### config.mk
export PLATFORM = sky130hd
export DESIGN_NAME = systolic_feeder
export DESIGN_NICKNAME = d
export VERILOG_FILES = /design/src/rtl/systolic_feeder_pkg.sv /design/src/rtl/systolic_feeder_skew.sv /design/src/rtl/systolic_feeder.sv
export SDC_FILE = /design/constraint.sdc
export NUM_CORES = 1
export LEC_CHECK = 0
export BUFFER_PORTS_ARGS = -buffer_cell sky130_fd_sc_hd__clkbuf_2
export CAP_MARGIN = 20
export CORE_ASPECT_RATIO = 0.6
export CORE_MARGIN = 4
export CORE_UTILIZATION = 57
export DETAILED_ROUTE_END_ITERATION = 8
export PLACE_DENSITY_LB_ADDON = 0.2
export SYNTH_ARGS = -nofsm -noshare
export SYNTH_HDL_FRONTEND = slang
export SYNTH_HIERARCHICAL = 1
export SYNTH_SLANG_ARGS = --single-unit
export TNS_END_PERCENT = 10
### constraint.sdc
create_clock -name clk -period 4.5 [get_ports clk]
set_input_delay 0.675 -clock clk [delete_from_list [all_inputs] [get_ports clk]]
set_output_delay 0.675 -clock clk [all_outputs]
set_load 0.02 [all_outputs]
### src/rtl/systolic_feeder_pkg.sv
// Shared definitions for the systolic feeder: FSM state encoding and counter widths.
package systolic_feeder_pkg;

   typedef enum logic [1:0] {
      IDLE   = 2'd0,
      STREAM = 2'd1,
      DRAIN  = 2'd2
   } state_t;

   localparam int BUBBLE_CNT_W = 16;

endpackage

### src/rtl/systolic_feeder_skew.sv
// skew_delay_line: resettable {valid, data} shift register of DEPTH stages, one per lane.
module skew_delay_line #(
   parameter int DEPTH    = 1,
   parameter int BITWIDTH = 8
) (
   input  logic                clk,
   input  logic                rst,
   input  logic                in_valid,
   input  logic [BITWIDTH-1:0] in_data,
   output logic                out_valid,
   output logic [BITWIDTH-1:0] out_data
);

   logic [DEPTH-1:0][BITWIDTH:0] stage;

   always_ff @(posedge clk or posedge rst) begin
      if (rst) begin
         stage <= '0;
      end else begin
         stage[0] <= {in_valid, in_data};
         for (int j = 1; j < DEPTH; j++) stage[j] <= stage[j-1];
      end
   end

   assign out_valid = stage[DEPTH-1][BITWIDTH];
   assign out_data  = stage[DEPTH-1][BITWIDTH-1:0];

endmodule

### src/rtl/systolic_feeder.sv
// Diagonal-skew input stager for the systolic array; streams k_len beats per start, then drains.
// Optional FEEDER_BUBBLE_CNT_EN adds bubble_cnt (STREAM cycles without input, saturating).
module systolic_feeder
   import systolic_feeder_pkg::*;
#(
   parameter int ARRAY_SIZE = 4,
   parameter int BITWIDTH   = 8,
   parameter int K_WIDTH    = 8
) (
   input  logic                           clk,
   input  logic                           rst,
   input  logic                           start,
   input  logic [K_WIDTH-1:0]             k_len,
   input  logic                           in_valid,
   output logic                           in_ready,
   input  logic [ARRAY_SIZE*BITWIDTH-1:0] in_data,
   output logic [ARRAY_SIZE*BITWIDTH-1:0] out_data,
   output logic [ARRAY_SIZE-1:0]          out_valid,
   output logic                           busy,
   output logic                           done
`ifdef FEEDER_BUBBLE_CNT_EN
   ,
   output logic [BUBBLE_CNT_W-1:0]        bubble_cnt
`endif
);

   localparam int DW = (ARRAY_SIZE > 1) ? $clog2(ARRAY_SIZE) : 1;

   state_t             state;
   logic [K_WIDTH-1:0] beat_cnt;
   logic [DW-1:0]      drain_cnt;
   logic               accept;

   assign accept = in_valid && in_ready;

   // drain_cnt counts down the ARRAY_SIZE drain cycles; done is raised on entry to the last one
   always_ff @(posedge clk or posedge rst) begin
      if (rst) begin
         state     <= IDLE;
         beat_cnt  <= '0;
         drain_cnt <= '0;
         in_ready  <= 1'b0;
         busy      <= 1'b0;
         done      <= 1'b0;
      end else begin
         done <= 1'b0;
         case (state)
            IDLE: begin
               if (start) begin
                  if (k_len != '0) begin
                     state    <= STREAM;
                     beat_cnt <= k_len;
                     in_ready <= 1'b1;
                     busy     <= 1'b1;
                  end else begin
                     done <= 1'b1;
                  end
               end
            end
            STREAM: begin
               if (accept) begin
                  beat_cnt <= beat_cnt - 1'b1;
                  if (beat_cnt == K_WIDTH'(1)) begin
                     state     <= DRAIN;
                     in_ready  <= 1'b0;
                     drain_cnt <= DW'(ARRAY_SIZE - 1);
                     done      <= (ARRAY_SIZE == 1);
                  end
               end
            end
            DRAIN: begin
               if (drain_cnt == '0) begin
                  state <= IDLE;
                  busy  <= 1'b0;
               end else begin
                  drain_cnt <= drain_cnt - 1'b1;
                  done      <= (drain_cnt == DW'(1));
               end
            end
            default: begin
               state    <= IDLE;
               in_ready <= 1'b0;
               busy     <= 1'b0;
            end
         endcase
      end
   end

`ifdef FEEDER_BUBBLE_CNT_EN
   always_ff @(posedge clk or posedge rst) begin
      if (rst)
         bubble_cnt <= '0;
      else if (state == IDLE && start)
         bubble_cnt <= '0;
      else if (state == STREAM && !in_valid && bubble_cnt != '1)
         bubble_cnt <= bubble_cnt + 1'b1;
   end
`endif

   // Non-accepted cycles enter as zero-data bubbles so the MACs see harmless operands
   for (genvar i = 0; i < ARRAY_SIZE; i++) begin : g_lane
      logic [BITWIDTH-1:0] lane_in;
      assign lane_in = accept ? in_data[i*BITWIDTH +: BITWIDTH] : '0;

      skew_delay_line #(
         .DEPTH    (i + 1),
         .BITWIDTH (BITWIDTH)
      ) u_skew (
         .clk       (clk),
         .rst       (rst),
         .in_valid  (accept),
         .in_data   (lane_in),
         .out_valid (out_valid[i]),
         .out_data  (out_data[i*BITWIDTH +: BITWIDTH])
      );
   end

endmodule
==> impl_metrics.ini, run 1 <==
[floorplan]
dieArea_um2 = 7680
num_rows = 22
design.core.area_um2 = 6110
initial_core_util_pct = 58.8
num_io_pins = 83
die_h_um = 69.5
dieWidth_um = 110

[routing]
wl_um = 6180
wl_per_cell_um = 15.0
dr_total_vias = 2101
drt_iter0_markers = 154
postRouteAntennaNets = 0
drc = 0
avgViaCountPerCell = 5.09
drtPass1Iterations = 4

[timing]
skew_ps = 12.3
max_freq_ghz = 0.431
hold_viol_final = 0
layout_setup_ws_ps = 2180
max-slew-margin-rel_pct = 37.4
tns_ps = 0
finalMaxSlewViolations = 0
rsz0062_at_grt = no
period_share_pct = 51.5
tightest_slew_ps = 939
fin_crit_ps = 2320
setup_viol = 0

[cts]
cts_hold_buffers = 0
cts_htree_levels = 3
clk_latency_ps = 360
cts_resized = 0
clock-root-buffer = clkbuf_8
cts.sinks = 105
numCtsBuffers = 9
clock_path_buffers = 2
path_clk_slew_ps = 100
cts_tree = built
post-cts-setup-buffer-count = 0

[setup_path]
crit_buf_inv = 1
arrival_ps = 1640
endpoint_kind = output pin
critPathSlowestCell = dfrtp_1
critPathMaxStageDelay_ps = 970
critPathKind = reg2out
path_cells = clkbuf_2
worstSetupStartpointType = register
crit_required_ps = 3830
crit_path_max_fanout = 37
cpLargestDelayFamily = flip-flops

[layout]
design_area_um2 = 4130
mostFrequentLayoutCell = dfrtp_1
final_layout_size_suffix_gt1_share_pct = 32.2
area_growth_pct = 15.0
final_cell_mix = dfrtp_1 (105), clkbuf_2 (82), and3_1 (32), nand2_1 (15), inv_1 (11)
stdcell_count = 413
diodes = 0
fin_nets = 372
final_core_util_pct = 67.6

[placement]
post_dp_cell_area_um2 = 3880
hpwlAfterDp_um = 4420
dp_cells = 396
place.port_buffers = 82
post-place-ws_ps = 2300
place_congestion = 0.879

[global_routing]
grt_pass1_wl_um = 10500
grt_max_degree = 38
grt-ovfl-total = 0
grt_pass1_vias = 2124
antenna_found_initial = 0
grt.total_usage_pct = 17.7

[power_and_ir_drop]
ir_worst_vdd_mv = 0.273
pwr_density_cell_nw_per_um2 = 509
leakage_nw = 2.20

[yosys]
ys_ff_latch = 105
synth_top_area_share_pct = 73.1
synthesis.area_um2 = 3590
synth_nets = 312
synthDistinctLibCells = 37
synth_area_leaders = dfrtp_1 (73%), and3_1 (5.6%), buf_4 (5.0%), nand2_1 (1.6%), ha_1 (1.4%)
ys_seq_area_share_pct = 73.1
synth_top_area_cell = dfrtp_1
synth_cells = 264
avgSynthCellArea_um2 = 13.6
yosys_warnings = 6

[outcome]
status = complete, no violations

[run]
maxCapViolCount = 0

[min_path]
hold_class = in2async
[stage by stage]
step | hold WS, ps | power, W
after floorplan | 331 | 0.00142
after global placement | 331 | 0.00150
after detailed placement | 335 | 0.00151
after CTS | 291 | 0.00211
after global routing | 237 | 0.00222
final | 252 | 0.00210
[cell families after synthesis]
kind of cell / after synthesis / share of synthesized area (%)
AOI/OAI and AO/OA: 30 / 5.19
adders and majority gates: 4 / 1.39
buffers and inverters: 46 / 7.59
DFF: 105 / 73.1
and+or+nand+nor: 79 / 12.7
[registers in the layout, summed over array words and instances (netlist names)]
name / flops
beat_cnt: 8
busy: 1
done: 1
drain_cnt: 2
g_lane.u_skew/out_data: 24
g_lane.u_skew/out_valid: 3
g_lane.u_skew/stage: 63
in_ready: 1
state: 2
[worst paths after layout]
check	startpoint	endpoint	slack [ps]	cells past startpoint
worst min register to register	g_lane[2].u_skew/stage[17]	g_lane[2].u_skew/out_valid	350	0
worst max register to register	in_ready	beat_cnt[7]	2450	4
worst max-delay path	in_ready	in_ready	2180	1
worst min-delay path	rst	g_lane[2].u_skew/stage[16]	250	2
min in group clk	g_lane[2].u_skew/stage[17]	g_lane[2].u_skew/out_valid	350	0
max in group asynchronous	rst	g_lane[1].u_skew/out_data[4]	3660	2
[worst reg2reg max path, stage by stage, from the launching register on]
cell and delay (ps):
dfrtp_1 970, and4b_1 510, nand2_1 120, or3_1 310
nand3_1 80
[synth_stat cells]
library cell,number
dfrtp_1,105
and3_1,32
buf_4,24
nand2_1,15
inv_1,11
o21ai_0,10
clkbuf_1,8
nor2_1,8
a21oi_1,6
nand3_1,6
ha_1,4
a311oi_1,2
a31oi_1,2
buf_2,2
nand2b_1,2
nand3b_1,2
nand4b_1,2
nor3_1,2
o211ai_1,2
or4_4,2
a211o_2,1
a211oi_1,1
a21o_1,1
a2bb2oi_1,1
and4b_1,1
buf_6,1
nand4_1,1
nor2_2,1
nor2b_1,1
nor3b_1,1
nor3b_2,1
nor4_1,1
o21a_1,1
o21ai_1,1
o21ai_2,1
o22ai_1,1
or3_1,1
[per-layer routing]
layer	wire length, µm	global-route usage, %	vias up
li1	-	-	980
met1	2930	25.4	1031
met2	2650	24.3	78
met3	507	7.06	12
met4	101	7.10	0
met5	0	0	-
[cell type report]
type	instances	area, µm²
Sequential cell	105	2630
Tap cell	84	105
Multi-Input combinational cell	113	692
Fill cell	463	1980
Clock buffer	9	124
Inverter	11	41.3
Clock inverter	7	96.3
Timing Repair Buffer	84	445
[report_power, final]
group	total, W	switching (W)	internal [W]
clock	0.000605	0.000333	0.000272
combinational	0.000342	0.000212	0.000129
sequential	0.00116	0.0000863	0.00107
total	0.00210	0.000632	0.00147
(Power assumes the default switching activity.)
==> run 2: changes to the inputs <==
CORE_UTILIZATION = 53   (was 57)
clock period = 2.4 ns   (was 4.5 ns; I/O delays follow)
==> impl_metrics.ini, run 2 (same netlist as run 1, synthesis figures left out) <==
[setup_path]
worstSetupStartpointType = register
crit_required_ps = 2620
arrival_ps = 2050
endpoint_kind = register
crit_path_max_fanout = 5
critPathKind = reg2reg

[routing]
postRouteAntennaNets = 0
drt_iter0_markers = 191
wl_per_cell_um = 15.1
wl_um = 6280
avgViaCountPerCell = 5.11
dr_total_vias = 2125
drtPass1Iterations = 4
drc = 0

[timing]
layout_setup_ws_ps = 576
fin_crit_ps = 1820
finalMaxSlewViolations = 0
max_freq_ghz = 0.548
tns_ps = 0
rsz0062_at_grt = no
max-slew-margin-rel_pct = 55.3
setup_viol = 0
period_share_pct = 76.0
hold_viol_final = 0
tightest_slew_ps = 669
skew_ps = 7.10

[cts]
numCtsBuffers = 9
cts_resized = 0
clock-root-buffer = clkbuf_16
cts.sinks = 105
post-cts-setup-buffer-count = 0
clk_latency_ps = 330
cts_htree_levels = 3
cts_hold_buffers = 0
cts_tree = built
path_clk_slew_ps = 70
clock_path_buffers = 2

[layout]
design_area_um2 = 4200
n_fill_cell = 482
mostFrequentLayoutCell = dfrtp_1
area_growth_pct = 16.8
final_cell_mix = dfrtp_1 (105), clkbuf_2 (82), and3_1 (32), nand2_1 (15), inv_1 (11)
final_layout_size_suffix_gt1_share_pct = 32.8
largest-register = g_lane.u_skew/stage
fin_nets = 376
multi_input_area_um2 = 692
diodes = 0
seqCellArea_um2 = 2630
largest_reg_flops = 63

[power_and_ir_drop]
ir_worst_vdd_mv = 0.445
leakage_nw = 2.23
power_w = 0.00416
pwr_density_cell_nw_per_um2 = 991

[outcome]
status = complete, no violations

[global_routing]
antenna_found_initial = 0
grt_max_degree = 37
grt-ovfl-total = 0
grt.total_usage_pct = 16.6
grt_pass1_vias = 2111
grt_pass1_wl_um = 10400

[placement]
place_congestion = 0.844
post_dp_cell_area_um2 = 3920
hpwlAfterDp_um = 4550
post-place-ws_ps = 539
place.port_buffers = 82

[min_path]
hold_class = in2async

[floorplan]
dieWidth_um = 114
die_h_um = 71.8
dieArea_um2 = 8200
num_rows = 22
design.core.area_um2 = 6330
num_io_pins = 83
initial_core_util_pct = 56.7

[run]
maxCapViolCount = 0
run 2: worst paths after layout:
kind                                      startpoint                      endpoint  slack (ps)  depth (start not counted)
min                                              rst     g_lane[0].u_skew/stage[0]          30                          2
max reg2reg                              beat_cnt[2]                      in_ready         580                          4
max in group asynchronous                        rst  g_lane[2].u_skew/out_data[6]        1630                          3
min reg2reg                g_lane[1].u_skew/stage[8]    g_lane[1].u_skew/out_valid         340                          0
min in group clk                         in_data[29]     g_lane[3].u_skew/stage[5]         270                          2
max                                      beat_cnt[2]                      in_ready         580                          4
run 2: layer usage:
metal | track usage [%] | wire [µm] | vias to the layer above
li1 | - | - | 992
met4 | 4.35 | 17 | 0
met5 | 0 | 0 | -
met1 | 23.4 | 2940 | 1051
met2 | 25.3 | 2870 | 80
met3 | 5.32 | 452 | 2
run 2: power breakdown:
group	total (W)	leakage, nW	switching (W)	internal, W
clock network	0.00134	0.134	0.000628	0.000712
registers	0.00214	1.32	0.000134	0.00201
logic	0.000675	0.773	0.000426	0.000249
total	0.00416	2.23	0.00119	0.00297
run 2: critical path, cell delays in order, from the launching register on:
cell     delay (ps)
dfrtp_1         430
nor4_1          530
nor3b_1         420
o21ai_0         140
a21o_1          200
run 2: final cells by class:
| cell class | instances | share of cell area [%] |
|---|---|---|
| clock buffers | 9 | 5.37 |
| clock inverters | 6 | 1.19 |
| well taps | 84 | 2.50 |
| repair buffers | 88 | 10.9 |
| flip-flops and latches | 105 | 62.6 |
| inverters | 11 | 0.984 |
| multi-input cells | 113 | 16.5 |
run 2: stage by stage:
stage / hold slack, ps / utilization, % / instances
global placement: 331 / 61.9 / 401
CTS: 35.8 / 66.3 / 416
floorplan: 188 / - / 264
global route: 67.7 / 66.3 / 416
detailed placement: 335 / 61.9 / 401
finish: 25.3 / 66.3 / 416
==> run 3: changes to the inputs <==
clock period = 1.7 ns   (was 2.4 ns; I/O delays follow)
==> impl_metrics.ini, run 3 (same netlist as run 1, synthesis figures left out) <==
[routing]
wl_um = 6630
drtPass1Iterations = 4
postRouteAntennaNets = 0
avgViaCountPerCell = 5.05
wl_met1_um = 3040
drt_iter0_markers = 226
drc = 0
dr_total_vias = 2148
route.met2.wl_um = 2930
wl_met3_um = 592
routed.top_layer = met4
wl_per_cell_um = 15.6

[cts]
cts.sinks = 105
clock_path_buffers = 2
cts_tree = built
clk_latency_ps = 340
path_clk_slew_ps = 70
clock-root-buffer = clkbuf_16
numCtsBuffers = 9
cts_htree_levels = 3

[floorplan]
num_rows = 22
die_h_um = 71.8
design.core.area_um2 = 6330
dieArea_um2 = 8200
dieWidth_um = 114
num_io_pins = 83
initial_core_util_pct = 56.7

[setup_path]
path_cells = inv_1 -> ha_1 -> nand4b_1 -> nor3b_2 -> o21ai_0 -> a21o_1
crit_path_max_fanout = 3
critPathKind = reg2reg
critPathMaxStageDelay_ps = 380
worstSetupStartpointType = register
arrival_ps = 1720
endpoint_kind = register
critPathSlowestCell = dfrtp_1
crit_required_ps = 1930

[timing]
tns_ps = 0
layout_setup_ws_ps = 208
rsz0062_at_grt = no
hold_viol_final = 0
fin_crit_ps = 1490
max-slew-margin-rel_pct = 56.3
setup_viol = 0
finalMaxSlewViolations = 0
whs_ps = 152
skew_ps = 6.47
max_freq_ghz = 0.670
tightest_slew_ps = 655
period_share_pct = 87.7

[placement]
place_congestion = 0.828
post-place-ws_ps = 59.7
place.port_buffers = 82
hpwlAfterDp_um = 4670

[global_routing]
grt_max_degree = 37
grt_pass1_wl_um = 10700
antenna_found_initial = 0
grt-ovfl-total = 0
grt_pass1_vias = 2094
grt.total_usage_pct = 17.3

[layout]
mostFrequentLayoutCell = dfrtp_1
final_layout_size_suffix_gt1_share_pct = 34.6
final_cell_mix = dfrtp_1 (105), clkbuf_2 (82), and3_1 (32), nand2_1 (15), buf_4 (13)
n_fill_cell = 468
largest-register = g_lane.u_skew/stage
largest_reg_flops = 63
fin_nets = 384
diodes = 0
area_growth_pct = 19.2

[outcome]
status = complete, no violations

[run]
maxCapViolCount = 0

[power_and_ir_drop]
pwr_density_cell_nw_per_um2 = 1410
leakage_nw = 2.27
ir_worst_vdd_mv = 0.687

[min_path]
hold_class = in2reg
-- run 3: metal layers --
metal / global-route usage, % / vias up
met3: 7.09 / 7
met5: 0 / -
met4: 4.74 / 0
met1: 24.4 / 1050
met2: 24.9 / 86
li1: - / 1005
-- run 3: final cells by class --
type	count	area (µm²)	share of cell area (%)
multi-input combinational	113	703	16.4
inverter	11	41.3	0.964
sequential	105	2630	61.3
clock buffer	11	243	5.67
clock inverter	5	45.0	1.05
tap	84	105	2.45
timing repair buffer	96	518	12.1
-- run 3: final timing paths --
path	from	end	slack [ps]	cells after the start
worst max-delay path	beat_cnt[1]	in_ready	210	6
worst min-delay path	in_data[26]	g_lane[3].u_skew/stage[2]	150	2
worst max register to register	beat_cnt[1]	in_ready	210	6
worst min register to register	g_lane[1].u_skew/stage[8]	g_lane[1].u_skew/out_valid	350	0
max in group asynchronous	rst	g_lane[2].u_skew/stage[6]	660	4
min in group asynchronous	rst	g_lane[0].u_skew/stage[4]	460	3
-- run 3: what timing repair did --
action                     in CTS  in global routing
hold endpoints to repair       18                  0
setup endpoints to repair       0                  5
setup buffers                   0                  0
hold buffers                    1                  0
gates resized for setup         0                  2
-- run 3: metrics by stage --
step	total power, W	instances	instance area (µm²)	util [%]
final	0.00603	425	4280	67.6
after global routing	0.00633	425	4280	67.6
after CTS	0.00606	425	4270	67.5
after detailed placement	0.00409	408	3970	62.8
after global placement	0.00405	408	3970	62.8
after floorplan	0.00376	264	3590	-
-- run 3: where the power goes --
part	internal [W]	switching [W]
Clock	0.00106	0.000909
Combinational	0.000413	0.000638
Sequential	0.00283	0.000177
Total	0.00430	0.00172
-- run 3: critical path, delay by kind of cell (launching register included) --
| kind | cells | cell delay [ps] |
|---|---|---|
| flops | 1 | 380 |
| fa+ha+maj | 1 | 200 |
| simple gates | 2 | 430 |
| compound gates | 2 | 280 |
| buf+inv | 1 | 100 |
